--- src/rtl/roulette_bet_pkg.sv ---
// Shared types and constants for the roulette bet ledger.
package roulette_bet_pkg;

  typedef enum logic [1:0] {
    ST_OPEN,
    ST_LOCKED,
    ST_CLEAR
  } ledger_state_e;

  localparam int unsigned OPC_W   = 6;
  localparam int unsigned AMT_W   = 2;
  localparam int unsigned ENTRY_W = AMT_W + OPC_W;

  localparam logic [OPC_W-1:0] SPIN_OPC   = 6'b111110;
  localparam logic [OPC_W-1:0] CANCEL_OPC = 6'b111111;

  typedef struct packed {
    logic [AMT_W-1:0] amount;
    logic [OPC_W-1:0] opcode;
  } entry_t;

endpackage

--- src/rtl/bet_ledger_hold_timer.sv ---
// Retriggerable down-counter: active stays high for exactly HOLD_CYCLES
// cycles after the most recent trigger.
module hold_timer #(
  parameter  int unsigned HOLD_CYCLES = 100_000_000,
  localparam int unsigned CW          = $clog2(HOLD_CYCLES + 1)
) (
  input  logic clock,
  input  logic reset,
  input  logic trigger,
  output logic active
);

  logic [CW-1:0] cnt_q, cnt_d;

  // Reload on trigger, otherwise count down to zero and stop.
  always_comb begin
    cnt_d = cnt_q;
    if (trigger) begin
      cnt_d = CW'(HOLD_CYCLES);
    end else if (cnt_q != '0) begin
      cnt_d = cnt_q - 1'b1;
    end
  end

  // Counter register.
  always_ff @(posedge clock or negedge reset) begin
    if (!reset) begin
      cnt_q <= '0;
    end else begin
      cnt_q <= cnt_d;
    end
  end

  assign active = (cnt_q != '0);

endmodule

--- src/rtl/bet_ledger.sv ---
// Bet-capture ledger: stores up to MAX_BETS {amount, opcode} entries,
// supports undo of the last bet, locks during a spin and clears on settle.
// Optional build macro BET_LEDGER_MERGE_EN: a repeated opcode adds its
// amount (saturating) into the lowest matching live entry instead of appending.
module bet_ledger
  import roulette_bet_pkg::*;
#(
  parameter  int unsigned          MAX_BETS      = 12,
  parameter  int unsigned          OPCODE_W      = OPC_W,
  parameter  int unsigned          AMOUNT_W      = AMT_W,
  parameter  logic [OPCODE_W-1:0]  SPIN_OPCODE   = SPIN_OPC,
  parameter  logic [OPCODE_W-1:0]  CANCEL_OPCODE = CANCEL_OPC,
  parameter  int unsigned          HOLD_CYCLES   = 100_000_000,
  localparam int unsigned          IDX_W         = (MAX_BETS > 1) ? $clog2(MAX_BETS) : 1,
  localparam int unsigned          CNT_W         = $clog2(MAX_BETS + 1),
  localparam int unsigned          EW            = AMOUNT_W + OPCODE_W
) (
  input  logic                clock,
  input  logic                reset,
  input  logic                bet_valid,
  input  logic [OPCODE_W-1:0] bet_opcode,
  input  logic [AMOUNT_W-1:0] bet_amount,
  input  logic                amount_valid,
  input  logic                settle_done,
  input  logic [IDX_W-1:0]    rd_index,
  output logic [EW-1:0]       rd_data,
  output logic [CNT_W-1:0]    bet_count,
  output logic                full,
  output logic                empty,
  output logic                spin_active,
  output logic                accept_pulse,
  output logic                reject_pulse,
  output logic                bet_received
);

  ledger_state_e     state_q, state_d;
  logic [CNT_W-1:0]  count_q, count_d;
  logic [EW-1:0]     entries_q [MAX_BETS];
  logic [EW-1:0]     entries_d [MAX_BETS];
  logic              acc_q, acc_d;
  logic              rej_q, rej_d;
  logic [EW-1:0]     rd_q, rd_d;
  logic              trig;
  logic              is_spin, is_cancel, is_full;

`ifdef BET_LEDGER_MERGE_EN
  logic              hit;
  logic [IDX_W-1:0]  hit_idx;
  logic [AMOUNT_W:0] merge_sum;
`endif

  assign is_spin   = (bet_opcode == SPIN_OPCODE);
  assign is_cancel = (bet_opcode == CANCEL_OPCODE);
  assign is_full   = (count_q == CNT_W'(MAX_BETS));

  // Next-state, ledger update and pulse decisions.
  always_comb begin
    state_d   = state_q;
    count_d   = count_q;
    entries_d = entries_q;
    acc_d     = 1'b0;
    rej_d     = 1'b0;
    trig      = 1'b0;
`ifdef BET_LEDGER_MERGE_EN
    hit       = 1'b0;
    hit_idx   = '0;
    merge_sum = '0;
    for (int unsigned i = 0; i < MAX_BETS; i++) begin
      if (!hit && (CNT_W'(i) < count_q) && (entries_q[i][OPCODE_W-1:0] == bet_opcode)) begin
        hit     = 1'b1;
        hit_idx = IDX_W'(i);
      end
    end
    merge_sum = {1'b0, entries_q[hit_idx][EW-1 -: AMOUNT_W]} + {1'b0, bet_amount};
`endif
    unique case (state_q)
      ST_OPEN: begin
        if (bet_valid) begin
          if (is_spin) begin
            if (count_q != '0) begin
              state_d = ST_LOCKED;
              acc_d   = 1'b1;
            end else begin
              rej_d = 1'b1;
            end
          end else if (is_cancel) begin
            if (count_q != '0) begin
              count_d = count_q - 1'b1;
              for (int unsigned i = 0; i < MAX_BETS; i++) begin
                if (CNT_W'(i) == count_d) entries_d[i] = '0;
              end
              acc_d = 1'b1;
            end else begin
              rej_d = 1'b1;
            end
          end else if (!amount_valid) begin
            rej_d = 1'b1;
`ifdef BET_LEDGER_MERGE_EN
          end else if (hit) begin
            // Merging never needs a free slot, so it is checked before full.
            entries_d[hit_idx][EW-1 -: AMOUNT_W] =
              merge_sum[AMOUNT_W] ? '1 : merge_sum[AMOUNT_W-1:0];
            acc_d = 1'b1;
            trig  = 1'b1;
`endif
          end else if (is_full) begin
            rej_d = 1'b1;
          end else begin
            for (int unsigned i = 0; i < MAX_BETS; i++) begin
              if (CNT_W'(i) == count_q) entries_d[i] = {bet_amount, bet_opcode};
            end
            count_d = count_q + 1'b1;
            acc_d   = 1'b1;
            trig    = 1'b1;
          end
        end
      end
      ST_LOCKED: begin
        if (settle_done) state_d = ST_CLEAR;
        rej_d = bet_valid;
      end
      ST_CLEAR: begin
        state_d   = ST_OPEN;
        count_d   = '0;
        entries_d = '{default: '0};
        rej_d     = bet_valid;
      end
      default: state_d = ST_OPEN;
    endcase
  end

  // Registered read port: selects from the pre-update entries.
  always_comb begin
    rd_d = '0;
    for (int unsigned i = 0; i < MAX_BETS; i++) begin
      if (IDX_W'(i) == rd_index) rd_d = entries_q[i];
    end
  end

  // State register.
  always_ff @(posedge clock or negedge reset) begin
    if (!reset) begin
      state_q <= ST_OPEN;
    end else begin
      state_q <= state_d;
    end
  end

  // Ledger contents, count, pulses and read data registers.
  always_ff @(posedge clock or negedge reset) begin
    if (!reset) begin
      count_q   <= '0;
      entries_q <= '{default: '0};
      acc_q     <= 1'b0;
      rej_q     <= 1'b0;
      rd_q      <= '0;
    end else begin
      count_q   <= count_d;
      entries_q <= entries_d;
      acc_q     <= acc_d;
      rej_q     <= rej_d;
      rd_q      <= rd_d;
    end
  end

  hold_timer #(
    .HOLD_CYCLES (HOLD_CYCLES)
  ) u_hold (
    .clock   (clock),
    .reset   (reset),
    .trigger (trig),
    .active  (bet_received)
  );

  assign rd_data      = rd_q;
  assign bet_count    = count_q;
  assign full         = is_full;
  assign empty        = (count_q == '0);
  assign spin_active  = (state_q != ST_OPEN);
  assign accept_pulse = acc_q;
  assign reject_pulse = rej_q;

endmodule

--- config.mk ---
export PLATFORM = sky130hd
export DESIGN_NAME = bet_ledger
export DESIGN_NICKNAME = d
export VERILOG_FILES = /design/src/rtl/roulette_bet_pkg.sv /design/src/rtl/bet_ledger_hold_timer.sv /design/src/rtl/bet_ledger.sv
export SDC_FILE = /design/constraint.sdc
export NUM_CORES = 1
export LEC_CHECK = 0
export ABC_AREA = 1
export CORE_MARGIN = 2
export CORE_UTILIZATION = 30
export DETAILED_ROUTE_END_ITERATION = 6
export DONT_BUFFER_PORTS = 1
export GPL_TIMING_DRIVEN = 0
export PLACE_DENSITY = 0.54
export REMOVE_ABC_BUFFERS = 1
export SLEW_MARGIN = 20
export SYNTH_ARGS = -nofsm -noshare
export SYNTH_HDL_FRONTEND = slang
export SYNTH_SLANG_ARGS = --single-unit
export TNS_END_PERCENT = 10
--- constraint.sdc ---
create_clock -name clock -period 2.1 [get_ports clock]
set_input_delay 0.315 -clock clock [delete_from_list [all_inputs] [get_ports clock]]
set_output_delay 0.315 -clock clock [all_outputs]
set_load 0.05 [all_outputs]
==> summary.md <==
| Metric | Value |
|---|---|
| Outcome | finished with violations |
| Failing checks | hold timing, setup timing |
| Drt wl/cell | 16.3 µm |
| Mux contribution to synthesized area | 0% |
| Yosys reg bits | 139 |
| Final Cycle Share | 109% |
| Share of layout cells above drive strength 1 | 16.1% |
| Synthesis-to-finish area growth | 24.7% |
| Aggregate routed wire length | 22.6 mm |
| H-Tree Depth | 4 |
| Most common cell in the netlist | nand2_1 |
| Synth cell types | 37 |
| Top sig layer | met4 |
| Skew final | 9.50 ps |
| Final #Nets | 1075 |
| Max incr delay on CP | 540 ps |
| Global route overflow | 0 |
| Top cell type's share of synthesized area | 46.3% |
| Clock slew at reported path FFs | 60 ps |
| RSZ-0062 raised after global routing | true |
| Final setup violating endpoints | 99 |
| Crit path DAT | 2660 ps |
| Post-synthesis compound-gate area fraction | 5.08% |
| Multi-input gate area | 3950 µm² |
| Hold_ws | -423 ps |
| Ys flop type | dfrtp_1 |
| CP endpoint kind | flip-flop |
| Slew @ Worst Pin | 890 ps |
| Startpoint Class | flip-flop |
| Cts bufs inserted | 17 |
| Final Hold Violating Endpoints | 139 |
| DRT Pass-1 Iters | 5 |
| Final std cells w/o fill | 1384 |
| Critical-path maximum fanout | 9 |
| PD cells | 1630 nW/µm² |
| Register area share after synthesis | 46.3% |
| Tot GR Track Use | 18.1% |
| Synthesized area | 7520 µm² |
| Largest net degree at the start of global routing | 140 |
| Crit-path slowest cell | dfrtp_2 |
| Most frequent CP cell | inv_2 |
| IO buf count | 0 |
| First-pass GRT wire length | 37.1 mm |
| Syn_area_per_cell | 7.38 µm² |
| Top post-synthesis cells by area | dfrtp_1, nand2_1, nand3_1 |
| Cell type with the largest total area after synthesis | dfrtp_1 |
| Number of diodes | 0 |
| CP cell instances | inv_2 -> ha_4 -> inv_2 -> nor2_4 -> nand2_2 -> inv_2 -> nand2_2 -> nand4_4 -> buf_12 -> inv_16 -> buf_16 -> nand2_8 -> nand2_1 -> nand2_1 |
| Post-DP HPWL | 14.1 mm |
| Req. time, crit path | 2460 ps |
| Io pins | 35 |
| Fill count | 2543 |
| Comb pwr share | 48.6% |
| Worst Slack Setup Final | -194 ps |
| Die height | 162 µm |
| Worst Hold Class | in -> async |
| Fin crit period | 2290 ps |
| Vias in the first global route | 6679 |
| Commonest cells in the netlist | nand2_1, nand3_1, dfrtp_1 |
| P_sw | 6960 µW |
| Switch share | 45.5% |
| Sequential Area | 3480 µm² |
| Internal power | 8330 µW |
| Initial antenna violation count | 0 |
| Fmax | 0.436 GHz |
| Final-report max-slew violation count | 0 |
| Residual DRC | 0 |
| Synth Area in XOR/XNOR | 1.50% |
| Sequential power share | 30.8% |
| DR iter-0 viols | 524 |
| Worst Setup Path Type | reg -> reg |
| Number of synthesized flops with an enable pin | 0 |
| Clock Tree Buf Depth | 2 |
| Routability Congestion | 0.876 |
| CTS tree | built |
| Clock root buffer | clkbuf_16 |
| DR WL met3 | 1.21 mm |
| Die Wd | 162 µm |
| Clock Power Share | 20.6% |
| Max Cap Viol | 0 |
| Skew-Pair Late Insertion Delay | 430 ps |
| Simple-Gate Fraction of Synth Area | 38.2% |
| Dpl cells | 1318 |
| Via Count | 6690 |
| Clk sinks | 139 |
| Syn Inst Count | 1018 |
| Share of flip-flops with an asynchronous set or reset | 100% |
| Worst VDD drop | 1.36 mV |
| Vias/cell | 4.83 |
| Full die area | 26300 µm² |
| Largest family of logic cells by synthesized area | simple AND/OR/NAND/NOR gates |
| Area share of fa/ha/maj cells after synthesis | 1.66% |
| Core area | 24500 µm² |
| Metal2 WL | 10.5 mm |
| Synthesis warning total | 0 |
| Worst rel slew slack | 40.6% |
| ANT nets after route | 0 |
| Rows | 57 |
| Met1 wire length | 10.3 mm |
| Overall Power | 15300 µW |
| Pleak | 0.00457 µW |
| Initial Util | 30.7% |
## power by group through the flow
| stage | Combinational (µW) | Clock (µW) | Sequential, µW |
|---|---|---|---|
| 3_5_place_dp | 5250 | 0 | 4700 |
| 6_report | 7440 | 3150 | 4700 |
| 2_1_floorplan | 3830 | 0 | 4510 |
| 4_1_cts | 7110 | 3210 | 4690 |
| 3_3_place_gp | 5070 | 0 | 4690 |
| 5_1_grt | 8220 | 3330 | 4830 |
## per-stage QoR
stage | cell area [µm²] | utilization (%) | hold WS (ps) | worst slack (ps) | setup TNS [ps]
floorplan | 7360 | - | 19.4 | -967 | -93030
global placement | 7760 | 31.7 | 23.8 | -1920 | -200210
detailed placement | 7830 | 32.0 | 23.8 | -1420 | -135480
CTS | 9240 | 37.8 | -428 | -126 | -9710
global route | 9370 | 38.3 | -436 | -293 | -25150
finish | 9370 | 38.3 | -423 | -194 | -15300
## cells by family after synthesis
| family | Yosys count |
|---|---|
| xor gates and xnor gates | 12 |
| AOI/OAI and AO/OA | 62 |
| DFF | 139 |
| and+or+nand+nor | 665 |
| adders and majority gates | 10 |
| buffers and inverters | 130 |
## path summary, 6_finish.rpt
path,startpoint,to,slack [ps],cells past startpoint
worst max register to register,bet_count[1]$_DFFE_PN0P_,entries_q[13]$_DFFE_PN0P_,-190,14
worst min register to register,entries_q[10]$_DFFE_PN0P_,entries_q[10]$_DFFE_PN0P_,470,2
max in group asynchronous,reset,bet_count[1]$_DFFE_PN0P_,2290,0
worst max-delay path,bet_count[1]$_DFFE_PN0P_,entries_q[13]$_DFFE_PN0P_,-190,14
min in group clock,bet_valid,reject_pulse$_DFF_PN0_,20,2
worst min-delay path,reset,u_hold.cnt_q[6]$_DFFE_PN0P_,-420,0
## cell usage in the layout, fill, tap and decap left out, drive strengths merged
cell      synthesis  layout
a211oi            1       1
a21oi            26      26
a31oi             7       7
and3              1       1
buf              16      34
bufinv            0       4
clkbuf           11      20
clkinv            0       3
clkinvlp          0       7
dfrtp           139     139
ha               10      10
inv             103     104
nand2           370     370
nand3           151     151
nand3b            1       1
nand4            19      19
nor2             94      94
nor3             11      11
nor3b             1       1
nor4              3       3
o2111ai           1       1
o211ai            1       1
o21ai            22      22
o22ai             1       1
o31ai             3       3
or2              14      14
xor2             12      12
## state kept, by name (all words and copies together), names as in the netlist
register,cells
state_q,2
reject_pulse,1
u_hold.cnt_q,27
accept_pulse,1
bet_count,4
rd_data,8
entries_q,96
## routing by layer
metal | up-vias | track usage (%)
met2 | 152 | 28.8
met5 | - | 0
met4 | 0 | 6.15
li1 | 3333 | -
met3 | 38 | 3.91
met1 | 3167 | 24.6
## critical path, delay by kind of cell (launching register included)
kind | cells | cell delay (ps)
AND/OR/NAND/NOR | 7 | 890
buffers and inverters | 6 | 620
flip-flops | 1 | 540
adder cells (fa/ha/maj) | 1 | 170
## cell type report
type                    instances  area share, %
multi-input cells             749           42.2
flip-flops and latches        139           37.2
repair buffers                 34           4.94
clock buffers                  20           4.66
inverters                     103           4.50
well taps                     324           4.33
clock inverters                11           1.79
repair inverters                4          0.441
## timing repair
action	CTS	global route
pin swaps	25	5
setup endpoints to repair	135	128
hold endpoints to repair	139	139
resized for setup	92	26
setup buffers	28	1
cloned	6	0
Note: power is estimated with default switching activity, not from simulation.
